**src/rtl/mode_router.sv**
```systemverilog
// mode_router
//   Mode-select path for the clock top. Synchronises and debounces the dip
//   (mode select) and push-switch pins, decodes a one-hot dip pattern into an
//   active mode, routes single-cycle press pulses to that mode's lane group
//   and muxes that mode's character byte toward lcd_driver. Every mode change
//   opens a BLANK window during which data_char is a space and presses are
//   dropped.
//
// Ports
//   clk            in   1                  system clock
//   rst            in   1                  asynchronous reset, active-high
//   dip_sw         in   NUM_MODES          mode select, raw pins
//   sw_in          in   NUM_SW             push switches, raw pins, active-high
//   mode_data      in   NUM_MODES*CHAR_W   char from mode m at [m*CHAR_W +: CHAR_W]
//   mode_sw_pulse  out  NUM_MODES*NUM_SW   press pulse to mode m at [m*NUM_SW +: NUM_SW]
//   data_char      out  CHAR_W             char to lcd_driver
//   active_mode    out  MODE_W             current mode index
//   mode_changed   out  1                  1-cycle pulse on entry to BLANK
//   blank          out  1                  high while in BLANK
module mode_router #(
    parameter int NUM_MODES    = 4,
    parameter int NUM_SW       = 4,
    parameter int CHAR_W       = 8,
    parameter int DEBOUNCE_CYC = 250000,
    parameter int BLANK_CYC    = 32,
    localparam int MODE_W      = (NUM_MODES > 2) ? $clog2(NUM_MODES) : 1
) (
    input  logic                          clk,
    input  logic                          rst,
    input  logic [NUM_MODES-1:0]          dip_sw,
    input  logic [NUM_SW-1:0]             sw_in,
    input  logic [NUM_MODES*CHAR_W-1:0]   mode_data,
    output logic [NUM_MODES*NUM_SW-1:0]   mode_sw_pulse,
    output logic [CHAR_W-1:0]             data_char,
    output logic [MODE_W-1:0]             active_mode,
    output logic                          mode_changed,
    output logic                          blank
);

    localparam int NB   = NUM_MODES + NUM_SW;
    localparam int DB_W = (DEBOUNCE_CYC > 1) ? $clog2(DEBOUNCE_CYC + 1) : 1;
    localparam int BL_W = (BLANK_CYC > 1) ? $clog2(BLANK_CYC + 1) : 1;
    localparam logic [CHAR_W-1:0] SPACE_CHAR = CHAR_W'(32'h20);

    typedef enum logic {
        ST_RUN,
        ST_BLANK
    } state_t;

    // dip bits occupy the low end, switches the high end of the shared path
    logic [NB-1:0]     raw_in;
    logic [NB-1:0]     sync1;
    logic [NB-1:0]     sync2;
    logic [NB-1:0]     stable;
    logic [NB-1:0]     stable_prev;
    logic [DB_W-1:0]   db_cnt [NB];

    logic [NUM_MODES-1:0] dip_stable;
    logic [NUM_SW-1:0]    press;
    logic [MODE_W-1:0]    one_idx;
    logic [MODE_W-1:0]    target;

    state_t               state, state_next;
    logic [MODE_W-1:0]    active_next;
    logic [BL_W-1:0]      blank_cnt, cnt_next;
    logic                 changed_next;
    logic                 route_off;
    logic [NUM_MODES*NUM_SW-1:0] pulse_next;
    logic [CHAR_W-1:0]    char_sel;
    logic [CHAR_W-1:0]    char_next;

    assign raw_in = {sw_in, dip_sw};

    // 2-flop synchroniser followed by a per-bit debounce counter
    always_ff @(posedge clk or posedge rst) begin
        if (rst) begin
            sync1       <= '0;
            sync2       <= '0;
            stable      <= '0;
            stable_prev <= '0;
            for (int unsigned i = 0; i < NB; i++) begin
                db_cnt[i] <= '0;
            end
        end else begin
            sync1       <= raw_in;
            sync2       <= sync1;
            stable_prev <= stable;
            for (int unsigned i = 0; i < NB; i++) begin
                if (sync2[i] != stable[i]) begin
                    if (db_cnt[i] == DB_W'(DEBOUNCE_CYC - 1)) begin
                        stable[i] <= sync2[i];
                        db_cnt[i] <= '0;
                    end else begin
                        db_cnt[i] <= db_cnt[i] + 1'b1;
                    end
                end else begin
                    db_cnt[i] <= '0;
                end
            end
        end
    end

    assign dip_stable = stable[NUM_MODES-1:0];
    assign press      = stable[NB-1:NUM_MODES] & ~stable_prev[NB-1:NUM_MODES];

    // OR of set-bit indices is the index itself when exactly one bit is set
    always_comb begin
        one_idx = '0;
        for (int unsigned i = 0; i < NUM_MODES; i++) begin
            if (dip_stable[i]) begin
                one_idx = one_idx | MODE_W'(i);
            end
        end
        target = ($countones(dip_stable) == 1) ? one_idx : '0;
    end

    always_comb begin
        state_next   = state;
        active_next  = active_mode;
        cnt_next     = blank_cnt;
        changed_next = 1'b0;
        if (target != active_mode) begin
            state_next   = ST_BLANK;
            active_next  = target;
            cnt_next     = '0;
            changed_next = 1'b1;
        end else if (state == ST_BLANK) begin
            if (blank_cnt == BL_W'(BLANK_CYC - 1)) begin
                state_next = ST_RUN;
            end else begin
                cnt_next = blank_cnt + 1'b1;
            end
        end
    end

    // The RUN cycle that decides a mode change is treated as already blank:
    // its press is dropped and a space is registered, so data_char is a space
    // for every cycle blank is high.
    assign route_off = (state == ST_BLANK) || (target != active_mode);

    always_comb begin
        pulse_next = '0;
        char_sel   = '0;
        for (int unsigned m = 0; m < NUM_MODES; m++) begin
            if (MODE_W'(m) == active_mode) begin
                pulse_next[m*NUM_SW +: NUM_SW] = press;
                char_sel = mode_data[m*CHAR_W +: CHAR_W];
            end
        end
        if (route_off) begin
            pulse_next = '0;
        end
        char_next = route_off ? SPACE_CHAR : char_sel;
    end

    always_ff @(posedge clk or posedge rst) begin
        if (rst) begin
            state         <= ST_RUN;
            active_mode   <= '0;
            blank_cnt     <= '0;
            mode_changed  <= 1'b0;
            mode_sw_pulse <= '0;
            data_char     <= '0;
        end else begin
            state         <= state_next;
            active_mode   <= active_next;
            blank_cnt     <= cnt_next;
            mode_changed  <= changed_next;
            mode_sw_pulse <= pulse_next;
            data_char     <= char_next;
        end
    end

    assign blank = (state == ST_BLANK);

endmodule
```
**config.mk**
```make
export PLATFORM = sky130hd
export DESIGN_NAME = mode_router
export DESIGN_NICKNAME = d
export VERILOG_FILES = /design/src/rtl/mode_router.sv
export SDC_FILE = /design/constraint.sdc
export NUM_CORES = 1
export LEC_CHECK = 0
export CAP_MARGIN = 20
export CORE_UTILIZATION = 40
export CTS_CLUSTER_DIAMETER = 100
export DETAILED_ROUTE_END_ITERATION = 16
export GPL_TIMING_DRIVEN = 0
export HOLD_SLACK_MARGIN = 0.15
export PLACE_DENSITY = 0.57
export SLEW_MARGIN = 10
export SYNTH_ARGS = -nofsm -noshare
export SYNTH_HDL_FRONTEND = slang
export SYNTH_SLANG_ARGS = --single-unit
export TNS_END_PERCENT = 30
```
**constraint.sdc**
```tcl
create_clock -name clk -period 8.8 [get_ports clk]
set_clock_uncertainty 0.15 [all_clocks]
set_input_delay 1.76 -clock clk [delete_from_list [all_inputs] [get_ports clk]]
set_output_delay 1.76 -clock clk [all_outputs]
set_load 0.005 [all_outputs]
```
# --- Word level (Yosys, flattened, before mapping) ---
# Cells that the tools add are included.
word_totals:
  reg_bits: 210
  word_cells: 111
  inputBits: 42
  output_inout_bits: 28
op_classes:
  n_reduce_logical: 12
  n_addsub: 12
  bitwise: 2
  eq_ne: 23
  n_mux: 37
op_table:
  columns: ["op", "count"]
  rows:
  - ["18-bit 2-to-1 mux", 16]
  - ["18-bit by 1-bit adder with 18-bit output, second input constant", 8]
  - ["18-bit equality test, second input constant", 8]
  - ["8-bit 2-to-1 mux", 5]
  - ["6-bit 2-to-1 mux", 3]
  - ["2-bit AND reduction", 9]
  - ["16-bit 2-to-1 mux", 1]
  - ["4-bit 2-to-1 mux", 4]
  - ["1-bit != test", 8]
  - ["6-bit by 1-bit adder with 6-bit output, second input constant", 1]
  - ["6-bit by 5-bit equality test with 1-bit output, second input constant", 1]
  - ["2-bit 2-to-1 mux", 3]
  - ["1-bit 2-to-1 mux", 5]
  - ["1-bit by 1-bit adder with 2-bit output", 2]
  - ["4-bit bitwise AND", 1]
  - ["2-bit equality test, first input constant", 2]
  - ["4-bit NOT", 1]
  - ["2-bit by 2-bit adder with 3-bit output", 1]
  - ["3-bit by 1-bit equality test with 1-bit output, second input constant", 1]
  - ["1-bit by 2-bit equality test with 1-bit output, first input constant", 1]
  - ["2-bit zero test", 1]
  - ["2-bit != test", 1]
  - ["2-bit != test, second input constant", 1]
  - ["2-bit nonzero test", 1]
  - ["1-bit logical OR", 1]

# --- Longest topological paths before layout ---
# Gate-level depths: netlist of the first run.
depth:
  depth_word: 7
  mapped_depth: 11
  depth_no_buf: 9

# --- Worst setup path before layout of the first run ---
# Ideal clock, no wire load.
synth_timing:
  path_kind: "register to register"
  start: "register stable[0]"
  end: "register data_char[5]"
  setup_time_ps: 124
  period_less_slack_ps: 3016
  path_slack_ps: 5784
  path_buffers: 2
  t_arrival_ps: 2741
  required_time_ps: 8526
  path_stages_with_launch: 12
  path_cell_list: "dfrtp_1 inv_1 fa_1 inv_1 ha_1 ha_1 or3b_1 clkbuf_1 o21ai_0 nand4_1 buf_4 or2_1"
synth_between:
  elab_chain_len: 7
synth_lines:
  columns: ["item", "line_no", "rtl"]
  rows:
  - ["start: declaration", "54", "logic [NB-1:0] stable;"]
  - ["start signal: indexed assignment", "91", "stable[i] <= sync2[i];"]
  - ["1-bit by 1-bit adder with 2-bit output (implied by the code)", "114", "target = ($countones(dip_stable) == 1) ? one_idx : '0;"]
  - ["2-bit by 2-bit adder with 3-bit output (implied by the code)", "114", null]
  - ["3-bit by 1-bit equality test with 1-bit output", "114", null]
  - ["2-bit 2-to-1 mux", "114", null]
  - ["2-bit != test", "139", "assign route_off = (state == ST_BLANK) || (target != active_mode);"]
  - ["1-bit logical OR", "139", null]
  - ["8-bit 2-to-1 mux", "153", "char_next = route_off ? SPACE_CHAR : char_sel;"]
  - ["via char_next[5]", "70", "logic [CHAR_W-1:0] char_next;"]
  - ["end signal: assignment", "170", "data_char <= char_next;"]
  - ["end: declaration", "34", "output logic [CHAR_W-1:0] data_char,"]
# The timed path passes the listed nets, and every way through them passes these cells.
# A chain may end at the register's enable or synchronous reset.

# --- Final worst setup path of the first run ---
layout_timing:
  start: "register stable[1]"
  end: "register mode_sw_pulse[15]"
layout_between:
  elab_chain_len: 7
  elab_cells_between_ends: 10
  classes_between: "add/sub (2); eq/ne (2); mux (5); reduce/logical (1)"
layout_lines:
  columns: ["item", "line_no", "rtl"]
  rows:
  - ["1-bit by 1-bit adder with 2-bit output (implied by the code) or 1-bit 2-to-1 mux (tied branches)", "114, 110", null]
  - ["2-bit by 2-bit adder with 3-bit output (implied by the code) or 2-bit 2-to-1 mux (tied branches)", "114, 110", null]
  - ["3-bit by 1-bit equality test with 1-bit output or 2-bit 2-to-1 mux (tied branches)", "114, 110", null]
  - ["2-bit 2-to-1 mux *", "114", null]
  - ["2-bit != test *", "139", null]
  - ["1-bit logical OR *", "139", null]
  - ["16-bit 2-to-1 mux *", "150", "if (route_off) begin"]
  - ["via pulse_next[15]", "68", "logic [NUM_MODES*NUM_SW-1:0] pulse_next;"]
  - ["end signal: assignment", "169", "mode_sw_pulse <= pulse_next;"]
  - ["end: declaration", "33", "output logic [NUM_MODES*NUM_SW-1:0] mode_sw_pulse,"]
# Mark *: on every way through the listed nets, which the timed path passes. The rest lies on a longest branch.

==> results.toml, run 1 <==
[setup_path]
cp.required_ns = 9.04
crit_fanout = 10
startpoint_type = "flop"
end_kind = "flop"
path_class = "flop to flop"
arrival_ns = 3.93
r2r_slack_ns = 5.11
ff2ff_path_depth = 11

[final_layout]
regArea_sq_um = 5150
multiInputGateArea_sq_um = 4350
drive_above_1_share_pct = 8.85
fillerInstances = 2192
design_area_sq_um = 11700
nets = 1064
instances_no_fill = 1347
area_growth_pct = 20.2
diodes = 0

[power]
seqPwrFrac_pct = 47.0
internal_power_mw = 1.62
p_per_area_nw_per_um2 = 178
combPwrFrac_pct = 3.9
p_leak_nw = 4.75
netSwitchingFraction_pct = 21.9
ir_worst_vdd_mv = 0.111
power.total_mw = 2.07
power_switching_uw = 453
clkPwrFrac_pct = 49.1

[synth]
yosysWarningCount = 0
async_reset_ff_share_pct = 100
ys_types = 47
synth_top_area_cell = "dfrtp_1"
synth.area.top_cells = "dfrtp_1 (53%), xnor2_1 (6.0%), nor2_1 (5.8%)"
synth_common_cells = "dfrtp_1 (206), nor2_1 (150), xnor2_1 (67)"
syn-num-nets = 968
ys_ff_latch = 206
synth_area_sq_um = 9700
syn_inst = 914
yosysSeqAreaShare_pct = 53.1
yosysMostFrequentCell = "dfrtp_1"
synth-edff-count = 0
yosys.area.top_type_share_pct = 53.1
avgSynthCellArea_sq_um = 10.6
ys.flop_type = "dfrtp_1"

[detailed_routing]
postRouteAntennaNets = 0
routed_wl_mm = 20.2
via_per_inst = 5.15
dr.first_iter.drc_count = 351
vias = 6943
drc_errors = 0
first_pass_iters = 4
wl_per_cell_um = 15.0

[sta]
slew_viol_final = 0
fin_crit_sh_pct = 41.9
min_period_ns = 3.69
maxSlewHeadroom_pct = 38.4
setup_viol = 0
whs_ns = 0.197
worst_pin_slew_ns = 0.914
fmax_ghz = 0.271
hold_viol = 0
rsz0062_at_grt = "no"

[clocking]
cts_hold_buf = 0
clock_latency_ns = 0.52
cts_buffer_depth = 3
htreeDepth = 1
clkSlewWorstSetupHoldPaths_ns = 0.06
cts_resized = 0
root_buffer = "clkbuf_16"
cts_num_sinks = 206
cts_buffers = 24
post_cts_buffers = 0
cts_tree = "yes"

[global_route]
grt_pass1_vias = 6820
antenna_found_initial = 0
grt_pass1_wl_mm = 34.2
grt_max_degree = 105
grt.total_usage_pct = 17.1
gr-total-overflow = 0

[status]
outcome = "complete, no violations"

[die]
die_h_um = 158
start_util_pct = 41.1
design.portCount = 70
die-area_sq_um = 24900
dieWidth_um = 158
rows = 56
core_sq_um = 23600

[placement]
io_buffers = 69
place_hpwl_mm = 13.8
place_congestion = 0.811
place_inst = 1303
placed_cell_area_sq_um = 10800

[hold_path]
hold_class = "flop to flop"
hold_depth = 0

[flow_run]
drv_cap = 0
-- cell families (layout without fill, tap and decap cells) --
family,Yosys count,after routing,share of synthesized area (%)
xor gates and xnor gates,119,119,10.7
DFF,206,206,53.1
AOI/OAI and AO/OA,54,54,4.55
adders and majority gates,12,12,1.62
and+or+nand+nor,459,459,25.1
muxes,17,17,2.89
buffers and inverters,47,161,2.01
-- layout by cell type, fill, tap and decap left out, types with 3 or more instances in the layout --
cell / Yosys / final
a21oi_1: 20 / 20
and2_1: 4 / 4
and3_1: 4 / 4
and4_1: 13 / 13
buf_2: 11 / 11
clkbuf_1: 10 / 12
clkbuf_16: 0 / 24
clkbuf_8: 0 / 7
clkdlybuf4s50_1: 0 / 69
clkinv_2: 0 / 4
dfrtp_1: 206 / 206
ha_1: 11 / 11
inv_1: 24 / 23
mux2_2: 8 / 8
mux4_2: 8 / 8
nand2_1: 46 / 46
nand2b_1: 8 / 8
nand3_1: 52 / 52
nand3b_1: 5 / 5
nand4_1: 48 / 48
nand4b_1: 3 / 3
nor2_1: 150 / 150
nor2b_1: 8 / 8
nor3_1: 31 / 31
nor4_1: 46 / 46
nor4_2: 4 / 4
nor4b_1: 4 / 4
o21ai_0: 18 / 18
o31ai_1: 6 / 6
o41ai_4: 6 / 6
or3_1: 10 / 10
or4_1: 10 / 10
xnor2_1: 67 / 67
xor2_1: 52 / 52
-- layer usage --
metal	GRT usage [%]	routed length, um	part of all wire (%)
met1	23.9	9840	49
met2	27.4	9180	45
met3	2.82	721	3.6
met4	4.90	480	2.4
met5	0	0	0
-- flip-flops by register name, summed over array words and instances, names as in the netlist --
register	flops
stable	8
blank_cnt	6
sync1	8
mode_changed	1
data_char	8
mode_sw_pulse	16
sync2	8
stable_prev	4
blank	1
active_mode	2
db_cnt	144
-- power by group through the flow --
stage	Combinational (mW)	Clock, mW	Sequential [mW]
final	0.0818	1.02	0.973
after global routing	0.0939	1.09	0.975
after CTS	0.0849	1.05	0.973
after detailed placement	0.0849	0	0.991
after global placement	0.0822	0	0.991
after floorplan	0.0460	0	0.989
-- critical path, stage by stage (launching register included) --
cell      delay (ns)
dfrtp_1         0.45
inv_1           0.09
fa_1            0.50
inv_1           0.04
ha_1            0.17
ha_1            0.26
or3b_1          0.36
clkbuf_1        0.17
o21ai_0         0.28
nand4_1         0.39
buf_4           0.35
nor3_1          0.34
-- stage by stage --
step	utilization (%)	TNS [ns]	setup slack, ns
global placement	45.7	-340.79	-1.67
detailed placement	45.9	0	5.13
floorplan	-	0	1.27
CTS	49.4	0	5.09
finish	49.4	0	5.11
global route	49.4	0	4.83
-- layout make-up --
cell class	instances	area share, %
Buffer	23	0.901
Clock buffer	33	6.04
Clock inverter	11	1.11
Inverter	24	0.837
Multi-Input combinational cell	661	37.3
Sequential cell	206	44.2
Tap cell	319	3.42
Timing Repair Buffer	70	6.16
-- final timing paths --
kind,from,endpoint
setup / recovery,stable[1],mode_sw_pulse[15]
min in group asynchronous,rst,data_char[3]
setup reg to reg,stable[1],mode_sw_pulse[15]
hold reg to reg,sync1[2],sync2[2]
max in group asynchronous,rst,db_cnt[112]
hold / removal,sync1[2],sync2[2]
Power figures use the tool's default switching activity.
==> run 2, diff against run 1 <==
--- a/config.mk
+++ b/config.mk
@@ -11,7 +11,7 @@
 export DETAILED_ROUTE_END_ITERATION = 16
 export GPL_TIMING_DRIVEN = 0
 export HOLD_SLACK_MARGIN = 0.15
-export PLACE_DENSITY = 0.57
+export PLACE_DENSITY = 0.59
 export SLEW_MARGIN = 10
 export SYNTH_ARGS = -nofsm -noshare
 export SYNTH_HDL_FRONTEND = slang
==> constraint.sdc (replaced) <==
create_clock -name clk -period 3.15 [get_ports clk]
set_clock_uncertainty 0.15 [all_clocks]
set_input_delay 0.63 -clock clk [delete_from_list [all_inputs] [get_ports clk]]
set_output_delay 0.63 -clock clk [all_outputs]
set_load 0.005 [all_outputs]
==> run 2 against run 1 <==
  * Via count increased by 0.20%
  * Largest cell class unchanged
  * Maximum frequency increased by 21%
  * Sequential share of layout area decreased by 0.48 points
  * Clock power increased to 2.7 times the previous value
  * Utilization increased by 0.56 points
  * Die area unchanged
  * Critical endpoint is now mode_sw_pulse[8]
  * Critical path type unchanged
  * Final cell count increased by 0.74%
  * Largest power group is now registers
  * Power increased to 2.7 times the previous value
  * Register-to-register slack got worse by 5.0 ns
  * Routed wire length decreased by 0.89%
==> results.toml, run 2 (synthesis results as in run 1) <==
[sta]
fmax_ghz = 0.328
worst_pin_slew_ns = 0.900
fin_crit_sh_pct = 96.7
slew_viol_final = 0
hold_viol = 0
setup_viol = 0
whs_ns = 0.199
maxSlewHeadroom_pct = 39.3
min_period_ns = 3.05

[clocking]
cts_tree = "yes"
cts_buffer_depth = 3
clkSlewWorstSetupHoldPaths_ns = 0.06
clock_latency_ns = 0.52
cts_buffers = 24
cts_hold_buf = 0
root_buffer = "clkbuf_16"
htreeDepth = 1
cts_num_sinks = 206

[placement]
place_congestion = 0.808
io_buffers = 69
placed_cell_area_sq_um = 10900
place_hpwl_mm = 14.0

[hold_path]
hold_depth = 0
hold_class = "flop to flop"

[global_route]
grt.total_usage_pct = 16.7
grt_pass1_wl_mm = 33.7
grt_max_degree = 38
gr-total-overflow = 0
antenna_found_initial = 1
grt_pass1_vias = 6723

[detailed_routing]
drc_errors = 0
vias = 6957
dr.first_iter.drc_count = 294
postRouteAntennaNets = 0
first_pass_iters = 4
wl_per_cell_um = 14.8
via_per_inst = 5.13
routed_wl_mm = 20.0

[final_layout]
largestRegisters = "db_cnt (144), mode_sw_pulse (16)"
design_area_sq_um = 11800
area_growth_pct = 21.5
nets = 1077
drive_above_1_share_pct = 10.3
diodes = 0
largest_reg_flops = 144
layout_common_cells = "dfrtp_1 (205), nor2_1 (150), clkdlybuf4s50_1 (69)"
layout_commonest_cell = "dfrtp_1"
top_register = "db_cnt"

[die]
design.portCount = 70
core_sq_um = 23600
dieWidth_um = 158
rows = 56
start_util_pct = 41.1
die_h_um = 158
die-area_sq_um = 24900

[setup_path]
ff2ff_path_depth = 11
crit_fanout = 10
arrival_ns = 3.29
path_class = "flop to flop"
cp.required_ns = 3.39
r2r_slack_ns = 0.10
startpoint_type = "flop"
end_kind = "flop"

[power]
power_switching_mw = 1.22
internal_power_mw = 4.45
ir_worst_vdd_mv = 0.316
seqPwrFrac_pct = 47.9
clkPwrFrac_pct = 47.8
netSwitchingFraction_pct = 21.6
combPwrFrac_pct = 4.3
p_leak_nw = 4.81
p_per_area_nw_per_um2 = 482

[flow_run]
drv_cap = 0

[status]
outcome = "complete, no violations"
[run 2: cell count changes in the layout (fill, tap and decap cells not counted), sizes merged]
cell / change
buf: +14
clkbuf: -2
clkinv: -1
inv: -1
[run 2: worst max-delay path: stages, from the launching register on]
cell and delay [ns]:
dfrtp_1 0.38, inv_1 0.07, fa_1 0.50, inv_1 0.04, ha_1 0.17, ha_1 0.26
or3b_4 0.44, or3_1 0.38, nand4_1 0.10, buf_4 0.16, buf_4 0.19, nor3_1 0.08
[run 2: final timing paths]
check,start,endpoint
setup / recovery,stable[1],mode_sw_pulse[8]
hold reg to reg,sync1[6],sync2[6]
hold / removal,sync1[6],sync2[6]
setup reg to reg,stable[1],mode_sw_pulse[8]
max in group asynchronous,rst,db_cnt[7]
min in group asynchronous,rst,sync1[2]
[run 2: what timing repair did]
action,CTS,global route
setup endpoints to repair,29,31
pin swaps,1,1
resized for setup,8,3
setup buffers,3,6
[run 2: power by group through the flow]
| stage | Clock (mW) | Sequential, mW | Combinational, mW |
|---|---|---|---|
| floorplan | 0 | 2.76 | 0.129 |
| global placement | 0 | 2.77 | 0.231 |
| detailed placement | 0 | 2.77 | 0.252 |
| CTS | 2.79 | 2.72 | 0.252 |
| global route | 2.89 | 2.73 | 0.277 |
| finish | 2.71 | 2.72 | 0.244 |
[run 2: area by class of cell]
| type | instances | area, sq um |
|---|---|---|
| Fill cell | 2163 | 11800 |
| Buffer | 22 | 108 |
| Clock buffer | 32 | 671 |
| Multi-Input combinational cell | 661 | 4380 |
| Tap cell | 319 | 399 |
| Timing Repair Buffer | 84 | 878 |
| Inverter | 24 | 93.8 |
| Clock inverter | 9 | 109 |
| Sequential cell | 206 | 5160 |
[run 2: through the flow]
stage          power, mW  instances  setup slack (ns)  setup TNS (ns)  utilization (%)
2_1_floorplan       2.89        914            -0.302          -62.27                -
3_5_place_dp        3.02       1308            -0.571           -8.83             46.2
5_1_grt             5.89       1357           -0.0176         -0.0878             49.9
4_1_cts             5.76       1351            0.0248               0             49.7
3_3_place_gp        3.00       1302             -2.03         -423.61             45.7
6_report            5.68       1357             0.103               0             49.9
[run 2: routing by layer]
| metal | part of all wire (%) | global-route usage, % | up-vias |
|---|---|---|---|
| li1 | - | - | 3466 |
| met1 | 49 | 23.7 | 3342 |
| met2 | 44 | 25.9 | 111 |
| met3 | 3.9 | 3.07 | 36 |
| met4 | 2.5 | 4.95 | 2 |
| met5 | 0.065 | 0 | - |
==> run 3, diff against run 2 <==
--- a/config.mk
+++ b/config.mk
@@ -11,7 +11,7 @@
 export DETAILED_ROUTE_END_ITERATION = 16
 export GPL_TIMING_DRIVEN = 0
 export HOLD_SLACK_MARGIN = 0.15
-export PLACE_DENSITY = 0.59
+export PLACE_DENSITY = 0.63
 export SLEW_MARGIN = 10
 export SYNTH_ARGS = -nofsm -noshare
 export SYNTH_HDL_FRONTEND = slang
==> run 3 against run 2 <==
  * Power up 9.1%
  * Critical path depth unchanged
  * Non-clock buffer count down 3
  * Setup slack better by 0.029 ns
  * Worst hold slack worse by 0.0041 ns
==> results.toml, run 3 (synthesis results as in run 1) <==
[detailed_routing]
via_per_inst = 5.19
top_layer = "met4"
vias = 7037
drc_errors = 0
first_pass_iters = 4
postRouteAntennaNets = 0
wl_per_cell_um = 15.0
met2WireLength_mm = 9.15
routed_wl_mm = 20.3
dr.first_iter.drc_count = 293
met1Wirelength_mm = 9.85
met3_length_um = 789

[clocking]
cts_hold_buf = 0
cts_tree = "yes"
root_buffer = "clkbuf_16"
cts_buffers = 24
clock_latency_ns = 0.52
cts_num_sinks = 206
clkSlewWorstSetupHoldPaths_ns = 0.06
cts_buffer_depth = 3
htreeDepth = 1

[final_layout]
design_area_sq_um = 12000
largestRegisters = "db_cnt (144), mode_sw_pulse (16)"
drive_above_1_share_pct = 10.2
top_register = "db_cnt"
fillerInstances = 2161
diodes = 0
layout_commonest_cell = "dfrtp_1"
area_growth_pct = 23.2
nets = 1074
largest_reg_flops = 144
layout_common_cells = "dfrtp_1 (205), nor2_1 (150), clkdlybuf4s50_1 (69)"

[setup_path]
cp.required_ns = 3.37
startpoint_type = "flop"
timing.rr.start = "stable[0]"
path_class = "flop to flop"
ff2ff_path_depth = 11
r2r_end = "mode_sw_pulse[3]"
cp-endpoint = "mode_sw_pulse[3]"
crit_fanout = 7
crit_start = "stable[0]"
arrival_ns = 3.24
r2r_slack_ns = 0.13
end_kind = "flop"

[placement]
io_buffers = 69
placed_cell_area_sq_um = 10900
place_hpwl_mm = 14.0
place_congestion = 0.829
post-place-ws_ns = -0.508

[power]
ir_worst_vdd_mv = 0.329
p_leak_nw = 4.88
power.total_mw = 6.19
p_per_area_nw_per_um2 = 518

[die]
start_util_pct = 41.1
die-area_sq_um = 24900
rows = 56
dieWidth_um = 158
die_h_um = 158
design.portCount = 70
core_sq_um = 23600

[global_route]
grt.total_usage_pct = 17.1
grt_max_degree = 38
antenna_found_initial = 0
grt_pass1_vias = 6906
grt_pass1_wl_mm = 34.3
gr-total-overflow = 0

[sta]
worst_slack_ns = 0.131
hold_viol = 0
slew_viol_final = 0
tns_ns = 0
worst_pin_slew_ns = 0.910
setup_viol = 0
whs_ns = 0.195
fmax_ghz = 0.331
fin_crit_sh_pct = 95.8
maxSlewHeadroom_pct = 38.6
min_period_ns = 3.02

[hold_path]
min-delay-start = "sync1[0]"
hold_class = "flop to flop"

[status]
outcome = "complete, no violations"

[flow_run]
drv_cap = 0
[run 3: metal layers]
metal  track usage [%]  vias up
met5                 0        -
met4              4.90        0
met3              2.98       29
met2              26.6      101
met1              24.3     3430
li1                  -     3477
[run 3: through the flow]
stage	util, %	cells
floorplan	-	914
global placement	45.7	1302
detailed placement	46.2	1308
CTS	50.5	1356
global route	50.6	1356
finish	50.6	1356
[run 3: worst min path at each step]
stage | endpoint | depth (start not counted)
floorplan | sync2[0] | 0
global placement | sync2[1] | 0
detailed placement | sync2[0] | 0
CTS | sync2[0] | 0
global route | sync2[5] | 0
finish | sync2[0] | 0
[run 3: what timing repair did]
item / 4_1_cts / 5_1_grt
resized for setup: 8 / 5
hold endpoints to repair: 0 / 0
pin swaps: 1 / 1
gates cloned: 0 / 1
setup buffers: 5 / 0
setup endpoints to repair: 25 / 31
[run 3: worst max-delay path, stage by stage, from the launching register on]
cell,delay (ns)
dfrtp_1,0.35
inv_1,0.06
fa_1,0.53
inv_1,0.04
ha_1,0.17
ha_1,0.27
or3b_4,0.42
or3_4,0.38
nand4_1,0.11
buf_6,0.18
buf_12,0.15
nor4_2,0.05
[run 3: layout make-up]
cell class                 instances  area [sq um]  share of cell area, %
buffer                            22           124                   1.04
clock buffer                      31           687                   5.75
clock inverter                    12           253                   2.11
inverter                          24          93.8                  0.785
multi-input combinational        661          4360                   36.5
sequential                       206          5160                   43.1
tap                              319           399                   3.34
timing repair buffer              81           877                   7.34
[run 3: report_power, final]
group | leakage, nW | internal [mW] | switching, mW
Combinational | 1.62 | 0.115 | 0.130
Sequential | 2.80 | 2.69 | 0.0330
Clock | 0.458 | 2.11 | 1.12
Total | 4.88 | 4.91 | 1.28
